**src/rtl/gpio_inout_mux.sv**
```systemverilog
// GPIO register bank: write registers feeding the pin driver, capture
// registers feeding the bus read path.
module gpio_inout_mux #(
  parameter int unsigned WIDTH = 32,
  parameter int unsigned N_OUT = 4,
  parameter int unsigned N_IN  = 4
) (
  input  logic             clk,
  input  logic             rst,
  input  logic [N_OUT-1:0] wren,
  input  logic [WIDTH-1:0] wdata,
  input  logic [2:0]       out_sel,
  output logic [WIDTH-1:0] dataout,
  input  logic [N_IN-1:0]  rden,
  input  logic [N_IN-1:0]  rdwren,
  input  logic [WIDTH-1:0] pin_data,
  output logic [WIDTH-1:0] rdata
);

  logic [WIDTH-1:0] out_reg [N_OUT];
  logic [WIDTH-1:0] in_reg  [N_IN];

  // Write registers: reset wins, otherwise every enabled register loads wdata.
  always_ff @(posedge clk) begin
    if (rst) begin
      for (int unsigned i = 0; i < N_OUT; i++) out_reg[i] <= '0;
    end else begin
      for (int unsigned i = 0; i < N_OUT; i++) begin
        if (wren[i]) out_reg[i] <= wdata;
      end
    end
  end

  // Capture registers: reset wins, otherwise every enabled register samples the pins.
  always_ff @(posedge clk) begin
    if (rst) begin
      for (int unsigned i = 0; i < N_IN; i++) in_reg[i] <= '0;
    end else begin
      for (int unsigned i = 0; i < N_IN; i++) begin
        if (rden[i]) in_reg[i] <= pin_data;
      end
    end
  end

  // Counter select is 1-based; 0 and out-of-range values drive zero.
  always_comb begin
    dataout = '0;
    for (int unsigned i = 0; i < N_OUT; i++) begin
      if (out_sel == 3'(i + 1)) dataout = out_reg[i];
    end
  end

  // AND-OR read mux so a non-one-hot select gives a defined OR of the sources.
  always_comb begin
    rdata = '0;
    for (int unsigned i = 0; i < N_IN; i++) begin
      rdata = rdata | (in_reg[i] & {WIDTH{rdwren[i]}});
    end
  end

endmodule

```
**config.mk**
```make
export PLATFORM = sky130hd
export DESIGN_NAME = gpio_inout_mux
export DESIGN_NICKNAME = d
export VERILOG_FILES = /design/src/rtl/gpio_inout_mux.sv
export SDC_FILE = /design/constraint.sdc
export NUM_CORES = 1
export LEC_CHECK = 0
export ABC_CLOCK_PERIOD_IN_PS = 1200
export CORE_AREA = 2 2 156 158
export DETAILED_ROUTE_END_ITERATION = 6
export DIE_AREA = 0 0 158 160
export PLACE_DENSITY = 0.82
export REMOVE_ABC_BUFFERS = 1
export SYNTH_ARGS = -nofsm -noshare
export SYNTH_HDL_FRONTEND = slang
export SYNTH_SLANG_ARGS = --single-unit
```
**constraint.sdc**
```tcl
create_clock -name clk -period 1.2 [get_ports clk]
set_input_delay 0.12 -clock clk [delete_from_list [all_inputs] [get_ports clk]]
set_output_delay 0.12 -clock clk [all_outputs]
set_load 0.02 [all_outputs]
```
# ---- After elaboration in Yosys (flattened, before gate mapping)
# Memory sizes are Yosys's and may differ from the RTL's.
# Cells that the tools add are included.
dict set report word_totals {
  ff_bits 0
  mem_bits_rw 256
  out_inout_bits 64
  word_cells 59
  n_memories 2
}
dict set report op_classes {
  eq_ne 4
  n_mux 38
  bitwise_logic 15
}
# name depth width read_ports rd_clocked_by_memory_dff write_ports line
set memory_table {}
lappend memory_table {in_reg 4 32 4 0 4 21} ;# logic [WIDTH-1:0] in_reg [N_IN];
lappend memory_table {out_reg 4 32 4 0 4 20} ;# logic [WIDTH-1:0] out_reg [N_OUT];
# op count
set op_table {}
lappend op_table {{$mux W32} 12}
lappend op_table {{$and A32 B32 Y32} 4}
lappend op_table {{$or A32 B32 Y32} 3}
lappend op_table {{$mux W1} 26}
lappend op_table {{$or A1 B1 Y1} 8}
lappend op_table {{$eq A3 B2 Y1 const B} 2}
lappend op_table {{$eq A3 B1 Y1 const B} 1}
lappend op_table {{$eq A3 B3 Y1 const B} 1}

# ---- Depth between registers and ports, before layout
dict set report logic_depth {
  word_depth 5
  mapped_depth 5
  ltp_nobuf 2
}

# ---- Worst setup path before layout
# Ideal clock, no wire load.
dict set report synth_path {
  path_type {input port to flip-flop}
  start {input rst}
  end {memory in_reg[1][0], enable pin}
  arrival_ps 752
  slack_ps 73
  path_stages 2
  path_cell_list {buf_2 or2_2}
}
# item line
set synth_rtl {}
lappend synth_rtl {{from (decl)} 9} ;# input logic rst,
lappend synth_rtl {{to (decl)} 21}

==> run metrics <==
status finished, violations left; failing checks setup timing; CP required approximately 1.1 ns; Fillers around 1700; Worst-Margin Slew about 0.25 ns; critical path startpoint category flip-flop; sequential area share after synthesis 66.16%; Via density approximately 5.4; Core ar. approximately 0.024 mm²; largest net degree at the start of global routing 44; final worst path period need 1.553 ns; die area around 0.025 mm²; CTS buffer count 26; hold_sp wdata[23]; FF+latch count, synth ~260; Syn Inst Count a little over 800; Worst Path Max Fanout 1; clk slew on worst S/H paths about 0.060 ns; Min-Delay Path Depth 2; antenna violations before repair 1; Max Fclk 644.1 MHz; Multi-input gate area around 0.0039 mm²; clock root buffer clkbuf_16; CTS Sinks about 260; final worst slack -0.3526 ns; Max-cap violations 0; HP Class in -> reg; synth unique cells 20; Die Wd roughly 160 µm; starting density of the core around half; Buffers on Ports about 140; final max-slew violation count 0; unrepaired setup endpoints after global routing true; first-pass GRT wire length between 40000 and 50000 µm; ANT nets after route 0; hold path endpoint out_reg[0][23]$_SDFFCE_PN0P_; Hold Buf Count CTS 0; worst path arrival time around 1.4 ns; layout cell share with drive strength beyond 1 27.90%; io pins 145; final hold vios 0; drt pass-1 iters 5; P&R area growth vs syn 28.94%; GRT Overall Usage between 20% and 30%; Die Span Y 160 µm; drt initial violations 665; # rows 57; CTS tree built; placed wire-length estimate about 16000 µm; H-tree depth 1; Max clock buf depth 3; Reg area ~0.0077 mm²; Yosys warnings 0; GP Congestion 0.7581; Post-Synthesis Cell Area roughly 0.012 mm²; Avg Cell Area, Syn ~14 µm²; WL final between 20000 and 30000 µm; vias in the first global route 7261; Max IR drop VDD 1.322 mV; WS Path Type reg -> out; final core utilization 62.89%; Final #Nets 1063; Worst Setup End Kind primary output; total number of vias slightly above 7000; worst hold slack between 0.3 and 0.4 ns; Routed WL per cell a little under 20 µm; final worst path period share 129.4%; GR Overflow Total 0; slew margin rel. between 80% and 90%; Static Leak approximately 5.6 nW; final setup fails 64; DRC 0; Pwr per Cell Area 1453 mW/mm²
## layout by cell type, fill, tap and decap left out
master / instances
mux2i_1: 13
bufbuf_16: 1
nand2b_4: 1
bufinv_16: 3
buf_12: 26
clkbuf_1: 2
nor2b_2: 8
dlygate4sd2_1: 1
clkinv_4: 1
a22oi_2: 44
o221ai_2: 31
buf_6: 35
or2_4: 1
nand2_1: 55
clkinvlp_4: 2
buf_4: 33
diode_2: 1
nand2_2: 9
clkbuf_16: 27
and2_1: 256
mux2i_2: 19
nand4bb_1: 32
buf_2: 27
a22oi_1: 20
o221ai_1: 1
edfxtp_1: 256
clkinv_1: 8
clkinv_2: 3
or2_2: 8
clkdlybuf4s50_1: 77
## metrics by stage
| stage | worst slack [ns] | setup TNS (ns) | cells | instance area (µm²) | power, mW |
|---|---|---|---|---|---|
| 2_1_floorplan | -0.4528 | -10.31 | 754 | 11280 | 12.16 |
| 4_1_cts | -0.3817 | -18.72 | 1324 | 14780 | 21.78 |
| 3_3_place_gp | -0.8086 | -193.26 | 1277 | 13870 | 13.71 |
| 5_1_grt | -0.3918 | -20.72 | 1325 | 14980 | 22.45 |
| 6_report | -0.3526 | -16.97 | 1325 | 14980 | 21.77 |
| 3_5_place_dp | -0.8136 | -196.77 | 1277 | 13870 | 13.80 |
## where the power goes
group	leakage [nW]	switching (mW)	total [mW]	internal, mW
combinational	2.48	1.52	2.92	1.39
sequential	2.75	0.262	10.9	10.6
clock	0.406	3.25	7.96	4.71
## worst max path at each step
stage                                      start           to  slack [ns]  depth (start not counted)
finish              out_reg[1][11]$_SDFFCE_PN0P_  dataout[11]       -0.35                          3
global route        out_reg[1][11]$_SDFFCE_PN0P_  dataout[11]       -0.39                          3
CTS                  out_reg[2][2]$_SDFFCE_PN0P_   dataout[2]       -0.38                          3
detailed placement                    out_sel[1]  dataout[10]       -0.81                          5
global placement                      out_sel[1]  dataout[17]       -0.81                          5
floorplan                             out_sel[0]   dataout[0]       -0.45                          2
## critical path, cell delays in order, from the launching register on
cell	delay, ns
edfxtp_1	0.41
mux2i_2	0.22
o221ai_2	0.11
buf_2	0.16
## layout make-up
type | instances | share of cell area, %
Timing Repair Buffer | 200 | 14.08
Antenna cell | 1 | 0.01670
Clock inverter | 17 | 1.061
Sequential cell | 256 | 51.32
Multi-Input combinational cell | 498 | 26.26
Clock buffer | 29 | 4.560
Tap cell | 324 | 2.706
## kinds of logic after synthesis
logic type	synth area share, %
buffers and inverters	2.886
and+or+nand+nor	20.03
muxes	2.757
DFF	66.16
AOI/OAI and AO/OA	8.163
## repair_timing
item                                   4_1_cts  5_1_grt
endpoints found under the hold margin        0        0
pin swaps                                   73       26
setup endpoints to repair                   64       64
buffers inserted                             0        0
resized for setup                          361       46
cloned                                       1        0
## Yosys cell counts
cell type / instances / area [µm²]
nor2b_1: 6 / 37.54
o221ai_2: 30 / 450.4
nand4bb_1: 32 / 360.4
nand2_1: 64 / 240.2
buf_2: 7 / 35.03
nor2b_2: 2 / 17.52
buf_6: 3 / 33.78
nand2b_4: 1 / 13.76
buf_4: 4 / 30.03
o221ai_1: 2 / 17.52
a22oi_1: 64 / 480.5
clkbuf_1: 37 / 138.9
buf_12: 3 / 60.06
or2_1: 1 / 6.260
and2_1: 256 / 1602
or2_2: 8 / 50.05
clkbuf_4: 1 / 7.510
edfxtp_1: 256 / 7687
clkbuf_2: 6 / 30.03
mux2i_1: 32 / 320.3
## per-layer routing
layer / vias up / track usage (%) / wire length [µm]
met5: - / 0 / 0
met4: 0 / 4.627 / 408
met3: 37 / 3.446 / 1902
met2: 264 / 34.86 / 13060
met1: 3510 / 27.81 / 10740
li1: 3341 / - / -
Power figures use the tool's default switching activity.
